$ cat src/rtl/jtmitchell_pkg.sv
`default_nettype none
// ============================================================================
//  Module      : jtmitchell_pkg
//  Description : Shared constants for the Mitchell I/O block: Z80 port
//                addresses, 93Cxx serial EEPROM opcodes and FSM state enum.
//  Revision    : 1.0  initial release
// ============================================================================
package jtmitchell_pkg;

    // Z80 I/O port addresses (A[4:0])
    localparam logic [4:0] c_PORT_MISC   = 5'h00;
    localparam logic [4:0] c_PORT_CAB1   = 5'h01;
    localparam logic [4:0] c_PORT_BANK   = 5'h02;
    localparam logic [4:0] c_PORT_SYS    = 5'h03;
    localparam logic [4:0] c_PORT_PCM    = 5'h05;
    localparam logic [4:0] c_PORT_DMA    = 5'h06;
    localparam logic [4:0] c_PORT_VRAM   = 5'h07;
    localparam logic [4:0] c_PORT_EE_CS  = 5'h08;
    localparam logic [4:0] c_PORT_EE_CLK = 5'h10;
    localparam logic [4:0] c_PORT_EE_DI  = 5'h18;

    // 93Cxx opcodes (two bits following the start bit)
    localparam logic [1:0] c_OP_EXT   = 2'b00;
    localparam logic [1:0] c_OP_WRITE = 2'b01;
    localparam logic [1:0] c_OP_READ  = 2'b10;
    localparam logic [1:0] c_OP_ERASE = 2'b11;

    typedef enum logic [2:0] {
        EE_IDLE   = 3'd0,
        EE_START  = 3'd1,
        EE_OPC    = 3'd2,
        EE_ADDR   = 3'd3,
        EE_RDOUT  = 3'd4,
        EE_WRDATA = 3'd5,
        EE_BUSY   = 3'd6
    } ee_state_t;

endpackage
`default_nettype wire

$ cat src/rtl/jtmitchell_eeprom93c.sv
`default_nettype none
// ============================================================================
//  Module      : jtmitchell_eeprom93c
//  Description : 93C46/93C56-style 16-bit serial EEPROM model. Bit events
//                happen on the rising edge of the serial clock input. A byte
//                wide side port allows NVRAM dump/restore.
//  Revision    : 1.0  initial release
// ============================================================================
module jtmitchell_eeprom93c
    import jtmitchell_pkg::*;
#(
    parameter int EE_AW    = 6,
    parameter int BUSY_CYC = 64
)(
    input  logic             clk,
    input  logic             rst_n,
    input  logic             cen_i,
    input  logic             cs_i,
    input  logic             sclk_i,
    input  logic             di_i,
    output logic             do_o,
    input  logic [EE_AW:0]   prog_addr_i,
    input  logic [7:0]       prog_data_i,
    input  logic             prog_we_i,
    output logic [7:0]       prog_din_o
);

    localparam int         c_DEPTH     = 1 << EE_AW;
    localparam int         c_BW        = $clog2(BUSY_CYC + 1);
    localparam logic [4:0] c_AW_LAST   = 5'(EE_AW - 1);
    localparam logic [4:0] c_AW_DONE   = 5'(EE_AW);
    localparam logic [4:0] c_WORD_LAST = 5'd15;
    localparam logic [4:0] c_WORD_DONE = 5'd16;
    localparam logic [c_BW-1:0] c_BUSY_LAST = c_BW'(BUSY_CYC - 1);

    ee_state_t           state_q, state_d;
    logic [1:0]          op_q, op_d;
    logic [EE_AW-1:0]    addr_q, addr_d;
    logic [15:0]         data_q, data_d;
    logic [4:0]          cnt_q, cnt_d;
    logic [c_BW-1:0]     busy_q, busy_d;
    logic                do_q, do_d;
    logic                wp_q, wp_d;
    logic                sclk_q;

    logic [15:0]         mem_q [0:c_DEPTH-1];

    logic                w_edge;
    logic                w_mem_we;
    logic [15:0]         w_mem_wdata;
    logic [15:0]         w_rd_word;
    logic [15:0]         w_prog_word;

    assign w_edge      = sclk_i & ~sclk_q;
    assign w_rd_word   = mem_q[addr_q];
    assign w_prog_word = mem_q[prog_addr_i[EE_AW:1]];
    assign prog_din_o  = prog_addr_i[0] ? w_prog_word[15:8] : w_prog_word[7:0];
    assign do_o        = do_q;

    // Serial protocol: next state, shift registers and storage write request
    always_comb begin
        state_d     = state_q;
        op_d        = op_q;
        addr_d      = addr_q;
        data_d      = data_q;
        cnt_d       = cnt_q;
        busy_d      = busy_q;
        do_d        = do_q;
        wp_d        = wp_q;
        w_mem_we    = 1'b0;
        w_mem_wdata = data_q;

        case (state_q)
            EE_IDLE: begin
                if (cs_i) state_d = EE_START;
            end
            EE_START: begin
                if (!cs_i) begin
                    state_d = EE_IDLE;
                end else if (w_edge && di_i) begin
                    state_d = EE_OPC;
                    cnt_d   = 5'd0;
                end
            end
            EE_OPC: begin
                if (!cs_i) begin
                    state_d = EE_IDLE;
                end else if (w_edge) begin
                    op_d = {op_q[0], di_i};
                    if (cnt_q == 5'd1) begin
                        state_d = EE_ADDR;
                        cnt_d   = 5'd0;
                    end else begin
                        cnt_d = cnt_q + 5'd1;
                    end
                end
            end
            EE_ADDR: begin
                if (!cs_i) begin
                    // Only a fully addressed ERASE commits on deselect
                    if (cnt_q == c_AW_DONE && op_q == c_OP_ERASE) begin
                        w_mem_we    = ~wp_q;
                        w_mem_wdata = 16'hFFFF;
                        state_d     = EE_BUSY;
                        busy_d      = '0;
                        do_d        = 1'b0;
                    end else begin
                        state_d = EE_IDLE;
                    end
                end else if (w_edge && cnt_q != c_AW_DONE) begin
                    addr_d = {addr_q[EE_AW-2:0], di_i};
                    cnt_d  = cnt_q + 5'd1;
                    if (cnt_q == c_AW_LAST) begin
                        case (op_q)
                            c_OP_READ: begin
                                state_d = EE_RDOUT;
                                cnt_d   = 5'd0;
                                do_d    = 1'b0;   // dummy zero before data
                            end
                            c_OP_WRITE: begin
                                state_d = EE_WRDATA;
                                cnt_d   = 5'd0;
                            end
                            c_OP_EXT: begin
                                if (addr_d[EE_AW-1 -: 2] == 2'b11)
                                    wp_d = 1'b0;  // EWEN
                                else if (addr_d[EE_AW-1 -: 2] == 2'b00)
                                    wp_d = 1'b1;  // EWDS
                            end
                            default: ;             // ERASE waits for deselect
                        endcase
                    end
                end
            end
            EE_RDOUT: begin
                if (!cs_i) begin
                    state_d = EE_IDLE;
                end else if (w_edge) begin
                    do_d = w_rd_word[4'd15 - cnt_q[3:0]];
                    if (cnt_q == c_WORD_LAST) begin
                        cnt_d  = 5'd0;
                        addr_d = addr_q + 1'b1;    // sequential read wraps
                    end else begin
                        cnt_d = cnt_q + 5'd1;
                    end
                end
            end
            EE_WRDATA: begin
                if (!cs_i) begin
                    if (cnt_q == c_WORD_DONE) begin
                        w_mem_we = ~wp_q;
                        state_d  = EE_BUSY;
                        busy_d   = '0;
                        do_d     = 1'b0;
                    end else begin
                        state_d = EE_IDLE;         // partial word dropped
                    end
                end else if (w_edge && cnt_q != c_WORD_DONE) begin
                    data_d = {data_q[14:0], di_i};
                    cnt_d  = cnt_q + 5'd1;
                end
            end
            EE_BUSY: begin
                do_d = 1'b0;
                if (cen_i) begin
                    if (busy_q == c_BUSY_LAST) state_d = EE_IDLE;
                    else                       busy_d  = busy_q + 1'b1;
                end
            end
            default: state_d = EE_IDLE;
        endcase

        // Ready is signalled whenever the device is idle
        if (state_d == EE_IDLE) do_d = 1'b1;
    end

    // Protocol registers; reset aborts any command in flight
    always_ff @(posedge clk or negedge rst_n) begin
        if (!rst_n) begin
            state_q <= EE_IDLE;
            op_q    <= 2'b00;
            addr_q  <= '0;
            data_q  <= 16'h0000;
            cnt_q   <= 5'd0;
            busy_q  <= '0;
            do_q    <= 1'b1;
            wp_q    <= 1'b1;
            sclk_q  <= 1'b0;
        end else begin
            state_q <= state_d;
            op_q    <= op_d;
            addr_q  <= addr_d;
            data_q  <= data_d;
            cnt_q   <= cnt_d;
            busy_q  <= busy_d;
            do_q    <= do_d;
            wp_q    <= wp_d;
            sclk_q  <= sclk_i;
        end
    end

    // Storage is non-volatile: never reset; the side port wins a collision
    always_ff @(posedge clk) begin
        if (prog_we_i) begin
            if (prog_addr_i[0]) mem_q[prog_addr_i[EE_AW:1]][15:8] <= prog_data_i;
            else                mem_q[prog_addr_i[EE_AW:1]][7:0]  <= prog_data_i;
        end else if (w_mem_we) begin
            mem_q[addr_q] <= w_mem_wdata;
        end
    end

endmodule
`default_nettype wire

$ cat src/rtl/jtmitchell_io.sv
`default_nettype none
// ============================================================================
//  Module      : jtmitchell_io
//  Description : Mitchell board Z80 I/O decoder: cabinet inputs, ROM bank,
//                misc latch, chip selects and serial EEPROM bit-bang port.
//                Define JTMITCHELL_EEPROM_EN to include the EEPROM model.
//  Revision    : 1.0  initial release
// ============================================================================
module jtmitchell_io
    import jtmitchell_pkg::*;
#(
    parameter int BANKW    = 4,
    parameter int EE_AW    = 6,
    parameter int BUSY_CYC = 64
)(
    input  logic             clk,
    input  logic             rst_n,
    input  logic             cen,
    input  logic             iorq_n,
    input  logic             rd_n,
    input  logic             wr_n,
    input  logic [4:0]       addr,
    input  logic [7:0]       din,
    output logic [7:0]       dout,
    output logic             rd_hit,
    input  logic [7:0]       cab0,
    input  logic [7:0]       cab1,
    input  logic [7:0]       cab2,
    input  logic             vblank,
    output logic [BANKW-1:0] bank,
    output logic [7:0]       misc,
    output logic             vram_msb,
    output logic             dma_go,
    output logic             fm_cs,
    output logic             pcm_cs,
    input  logic [EE_AW:0]   prog_addr,
    input  logic [7:0]       prog_data,
    input  logic             prog_we,
    output logic [7:0]       prog_din
);

    logic [BANKW-1:0] bank_q, bank_d;
    logic [7:0]       misc_q, misc_d;
    logic             vram_q, vram_d;
    logic [7:0]       dout_q, dout_d;
    logic             rd_hit_q, rd_hit_d;

    logic             w_wr;
    logic             w_rd;
    logic             w_ee_do;
    logic [7:0]       w_sys;

    assign w_wr  = cen & ~iorq_n & ~wr_n;
    assign w_rd  = ~iorq_n & ~rd_n;
    assign w_sys = {w_ee_do, 3'b111, vblank, 3'b111};

    // Chip selects follow the bus directly
    assign fm_cs  = ~iorq_n & (addr == c_PORT_BANK || addr == c_PORT_SYS);
    assign pcm_cs = ~iorq_n & (addr == c_PORT_PCM);
    assign dma_go = ~iorq_n & (addr == c_PORT_DMA);

    assign bank     = bank_q;
    assign misc     = misc_q;
    assign vram_msb = vram_q;
    assign dout     = dout_q;
    assign rd_hit   = rd_hit_q;

    // Write latches and read mux next-state
    always_comb begin
        bank_d   = bank_q;
        misc_d   = misc_q;
        vram_d   = vram_q;
        dout_d   = 8'hFF;
        rd_hit_d = 1'b0;
        if (w_wr) begin
            case (addr)
                c_PORT_MISC: misc_d = din;
                c_PORT_BANK: bank_d = din[BANKW-1:0];
                c_PORT_VRAM: vram_d = din[0];
                default: ;
            endcase
        end
        if (w_rd) begin
            case (addr)
                5'h00: begin dout_d = cab0;  rd_hit_d = 1'b1; end
                5'h01: begin dout_d = cab1;  rd_hit_d = 1'b1; end
                5'h02: begin dout_d = cab2;  rd_hit_d = 1'b1; end
                5'h03: begin dout_d = w_sys; rd_hit_d = 1'b1; end
                default: ;
            endcase
        end
    end

    // CPU-visible registers
    always_ff @(posedge clk or negedge rst_n) begin
        if (!rst_n) begin
            bank_q   <= '0;
            misc_q   <= 8'h00;
            vram_q   <= 1'b0;
            dout_q   <= 8'hFF;
            rd_hit_q <= 1'b0;
        end else begin
            bank_q   <= bank_d;
            misc_q   <= misc_d;
            vram_q   <= vram_d;
            dout_q   <= dout_d;
            rd_hit_q <= rd_hit_d;
        end
    end

`ifdef JTMITCHELL_EEPROM_EN
    logic ee_cs_q, ee_clk_q, ee_di_q;

    // EEPROM bit-bang lines, one port per line, value from din[0]
    always_ff @(posedge clk or negedge rst_n) begin
        if (!rst_n) begin
            ee_cs_q  <= 1'b0;
            ee_clk_q <= 1'b0;
            ee_di_q  <= 1'b0;
        end else if (w_wr) begin
            if (addr == c_PORT_EE_CS)  ee_cs_q  <= din[0];
            if (addr == c_PORT_EE_CLK) ee_clk_q <= din[0];
            if (addr == c_PORT_EE_DI)  ee_di_q  <= din[0];
        end
    end

    jtmitchell_eeprom93c #(
        .EE_AW    (EE_AW),
        .BUSY_CYC (BUSY_CYC)
    ) u_eeprom (
        .clk         (clk),
        .rst_n       (rst_n),
        .cen_i       (cen),
        .cs_i        (ee_cs_q),
        .sclk_i      (ee_clk_q),
        .di_i        (ee_di_q),
        .do_o        (w_ee_do),
        .prog_addr_i (prog_addr),
        .prog_data_i (prog_data),
        .prog_we_i   (prog_we),
        .prog_din_o  (prog_din)
    );
`else
    // No EEPROM fitted: the data line floats high and the dump port is blank
    logic w_unused_prog;
    assign w_unused_prog = &{1'b0, prog_addr, prog_data, prog_we};
    assign w_ee_do       = 1'b1;
    assign prog_din      = 8'hFF;
`endif

endmodule
`default_nettype wire
$ cat config.mk
export PLATFORM = sky130hd
export DESIGN_NAME = jtmitchell_io
export DESIGN_NICKNAME = d
export VERILOG_FILES = /design/src/rtl/jtmitchell_pkg.sv /design/src/rtl/jtmitchell_eeprom93c.sv /design/src/rtl/jtmitchell_io.sv
export SDC_FILE = /design/constraint.sdc
export NUM_CORES = 1
export LEC_CHECK = 0
export BUFFER_PORTS_ARGS = -buffer_cell sky130_fd_sc_hd__buf_4
export CAP_MARGIN = 20
export CORE_ASPECT_RATIO = 1.75
export CORE_UTILIZATION = 40
export DETAILED_ROUTE_END_ITERATION = 7
export GPL_TIMING_DRIVEN = 0
export PLACE_DENSITY = 0.88
export SYNTH_ARGS = -nofsm -noshare
export SYNTH_HDL_FRONTEND = slang
export SYNTH_SLANG_ARGS = --single-unit
$ cat constraint.sdc
create_clock -name clk -period 2.7 [get_ports clk]
set_clock_uncertainty 0.05 [all_clocks]
set_input_delay 0.54 -clock clk [delete_from_list [all_inputs] [get_ports clk]]
set_output_delay 0.54 -clock clk [all_outputs]
set_load 0.01 [all_outputs]
After elaboration in Yosys (flattened, before gate mapping) --
Cells that the tools add are included.
Operators by class: multiplexer cells 4, reductions and logical operators 6, equal/unequal tests 6, bitwise logic cells 9
Operators by type and width (number):
- $pmux 8 s4 | 1
- $eq 5x3->1 const B | 3
- $eq 5x2->1 const B | 2
- $mux 8 | 1
- $and 1x1->1 | 6
- $reduce_and 2->1 | 3
- $eq 5x1->1 const B | 1
- $logic_not 5->1 | 1
- $reduce_or 4->1 | 1
- $not 1->1 | 3
- $mux 1 | 2
- $logic_or 1x1->1 | 1
Word-level totals: output and inout port bits 33, input bits 60, register bits after elaboration 22

Depth between registers and ports, before layout --
word-level depth 4, depth in mapped cells 4, depth with buffers taken out 3

Worst setup path after synthesis --
OpenSTA, ideal clock, no wires.
path type input -> output, from in iorq_n, to out dma_go, data required time 2.110 ns, arrival time 1.192 ns, setup slack 0.918 ns, stages 2, cell sequence nor4b_1 > nor2b_1
On the way: longest elaborated chain between the ends 2
Ends and longest elaborated chain:
- start: declaration | RTL line jtmitchell_io.sv:19 | input logic iorq_n,
- $not 1->1 | RTL line jtmitchell_io.sv:60 | assign dma_go = ~iorq_n & (addr == c_PORT_DMA);
- $and 1x1->1 | RTL line jtmitchell_io.sv:60
- end: declaration | RTL line jtmitchell_io.sv:33 | output logic dma_go,
No other way between the ends.

Worst setup path after layout --
Ends and elaborated chain as after synthesis.

==> metrics.cfg <==
[outcome]
status = finished, final reports clean

[sta]
max_freq_mhz = 489
finalSetupTns_ns = 0
finalCritPeriodShare_pct = 75.7
final_hold_viol_count = 0
period_needed_ns = 2.04
rsz0062_at_grt = no
setup-violations-final = 0
slew_violations = 0

[worst_setup_path]
crit_fanout = 3
timing.critical_path.mode_cell = buf_4
start_kind = primary input
r2r_end = bank[0]$_DFFE_PN0P_
path_cells = buf_4, nor4b_1, nor2b_1, buf_4
worst_setup_path_endpoint = dma_go
cpPeakStageDelay_ns = 0.46
cp_slowest_cell = nor4b_1
criticalPathCategory = in -> out
r2r_start = bank[0]$_DFFE_PN0P_
reg2reg_slack_ns = 1.87
rr_worst_depth = 1
critical_path.startpoint = iorq_n
worstPathArrival_ns = 1.45
end_kind = output port
worst_ep_required_time_ns = 2.11

[synth]
yosysSeqAreaShare_pct = 52.7
synthTopCellsByArea = dfrtp_1 (33%), mux2_2 (21%), dfstp_2 (20%)
yosys_warnings = 0
syn-mean-instance-area_um2 = 12.7
synth_area_mm2 = 0.00106
synth_cells = 84
synth_top_cell_area_share_pct = 32.9
ys_ff_latch = 22
yosysTopAreaCell = dfrtp_1
yosysUniqueCellTypes = 19

[floorplan]
core_area_mm2 = 0.00249
die_area_mm2 = 0.00288
die_x_um = 41.0
start_util_pct = 42.7
placementRows = 24
die_h_um = 70.2
ioPinCount = 93

[grt]
overflow = 0
grt_pass1_vias = 957
grt_pass1_wl_um = 4000
grt_max_degree = 23
grt_use_met2_pct = 34.4
antenna_found_initial = 0
grt_use_total_pct = 20.8
busiest_layer = met2
use_met1_pct = 20.3
groute.layer.met3.usage_pct = 4.76

[route]
num_vias = 904
ant_nets = 0
routed_wl_um = 2690
drt_iter0_markers = 13
drt_pass1_iterations = 3
viasPerCell = 4.78
wire_per_inst_um = 14.2
drt_drc_violations_left = 0

[power]
clock_power_share_pct = 37.2
comb_power_share_pct = 19.2
p_sw_uw = 174
vdd_ir_drop_max_uv = 590
intPower_uw = 643
p_per_area_mw_per_mm2 = 480
power_switching_share_pct = 21.3
sequentialPowerShare_pct = 43.6
p_leak_nw = 0.854

[layout]
antenna_cells = 0
final_common_cell = buf_4
nets = 224
design_area_mm2 = 0.00170
final_cell_mix = buf_4 (76), mux2_2 (20), dfrtp_1 (14)
area_growth_pct = 60.2
drive_gt1_share_pct = 69.3

[placement]
placed_area_mm2 = 0.00163
gp_congestion = 0.822
numPortBuffers = 68

[clocking]
cts-buffers-inserted = 3
clock_latency_ns = 0.27
cts_max_path_buffers = 2
cts_tree = yes
postCtsSetupRepairBufs = 0
clk_pin_slew_ns = 0.08
ctsRootBufferMaster = clkbuf_8
cts_resized = 0
cts_max_level = 1
cts.sinks = 22
cts_hold_buf = 0

[worst_hold_path]
hold_class = in -> async

[flow_run]
drv_cap = 0

## area by class of cell
cell class	count	area (um^2)
plain buffers	12	77.6
well taps	26	32.5
clock buffers	3	41.3
flip-flops and latches	22	561
repair buffers	68	510
multi-input cells	57	452
fillers	194	788
clock inverters	1	30.0
## worst min path at each step
| stage | startpoint | endpoint | slack (ns) |
|---|---|---|---|
| floorplan | rst_n | bank[0]$_DFFE_PN0P_ | 0.19 |
| finish | rst_n | bank[0]$_DFFE_PN0P_ | 0.09 |
| detailed placement | rst_n | bank[3]$_DFFE_PN0P_ | 0.38 |
| CTS | rst_n | bank[0]$_DFFE_PN0P_ | 0.09 |
| global route | rst_n | misc[5]$_DFFE_PN0P_ | 0.09 |
| global placement | rst_n | misc[3]$_DFFE_PN0P_ | 0.37 |
## power groups by stage
stage | registers (mW) | clock network (mW) | logic (mW)
CTS | 0.356 | 0.312 | 0.159
detailed placement | 0.362 | 0 | 0.158
global route | 0.358 | 0.329 | 0.170
floorplan | 0.370 | 0 | 0.0565
global placement | 0.361 | 0 | 0.153
finish | 0.356 | 0.304 | 0.157
## state kept, by name (all words and copies together), names as in the netlist
signal / cells
vram_msb: 1
misc: 8
rd_hit: 1
bank: 4
dout: 8
## synthesized netlist by cell type
master and instances:
mux2_2 20, dfrtp_1 14, buf_4 8, dfstp_2 8, nand2_1 8, o22ai_1 7, nor2b_1 3, buf_2 2
clkbuf_1 2, nand2b_1 2, nor2_1 2, and2_1 1, conb_1 1, mux4_2 1, nand3_2 1, nand4_1 1
nand4b_1 1, nor4_4 1, nor4b_1 1
## worst max-delay path, delay by kind of cell
family        cells  cell delay (ns)
buf+inv           2             0.25
simple gates      2             0.66
## cells by family (layout without fill, tap and decap cells)
group	count (synthesis)	count (layout)	synth area share, %
other	1	8	0.353
buffers and inverters	12	84	7.29
flip-flops	22	22	52.7
multiplexers	21	21	23.3
AO/OA/AOI/OAI	7	7	4.12
AND/OR/NAND/NOR	21	21	12.2
## routing by layer
layer  share of wire [%]  vias up
met5                   0        -
met1                  35      404
li1                    -      436
met2                  53       56
met4                 3.5        0
met3                 8.1        8
## through the flow
stage	hold slack [ns]	power (mW)	setup WS (ns)	utilization, %	std cells
4_1_cts	0.0888	0.827	0.642	68.4	189
6_report	0.0851	0.817	0.655	68.4	189
5_1_grt	0.0931	0.857	0.532	68.4	189
3_5_place_dp	0.384	0.520	0.661	65.5	185
3_3_place_gp	0.375	0.513	0.652	65.5	185
2_1_floorplan	0.194	0.426	0.918	-	91
Note: power is estimated with default switching activity, not from simulation.
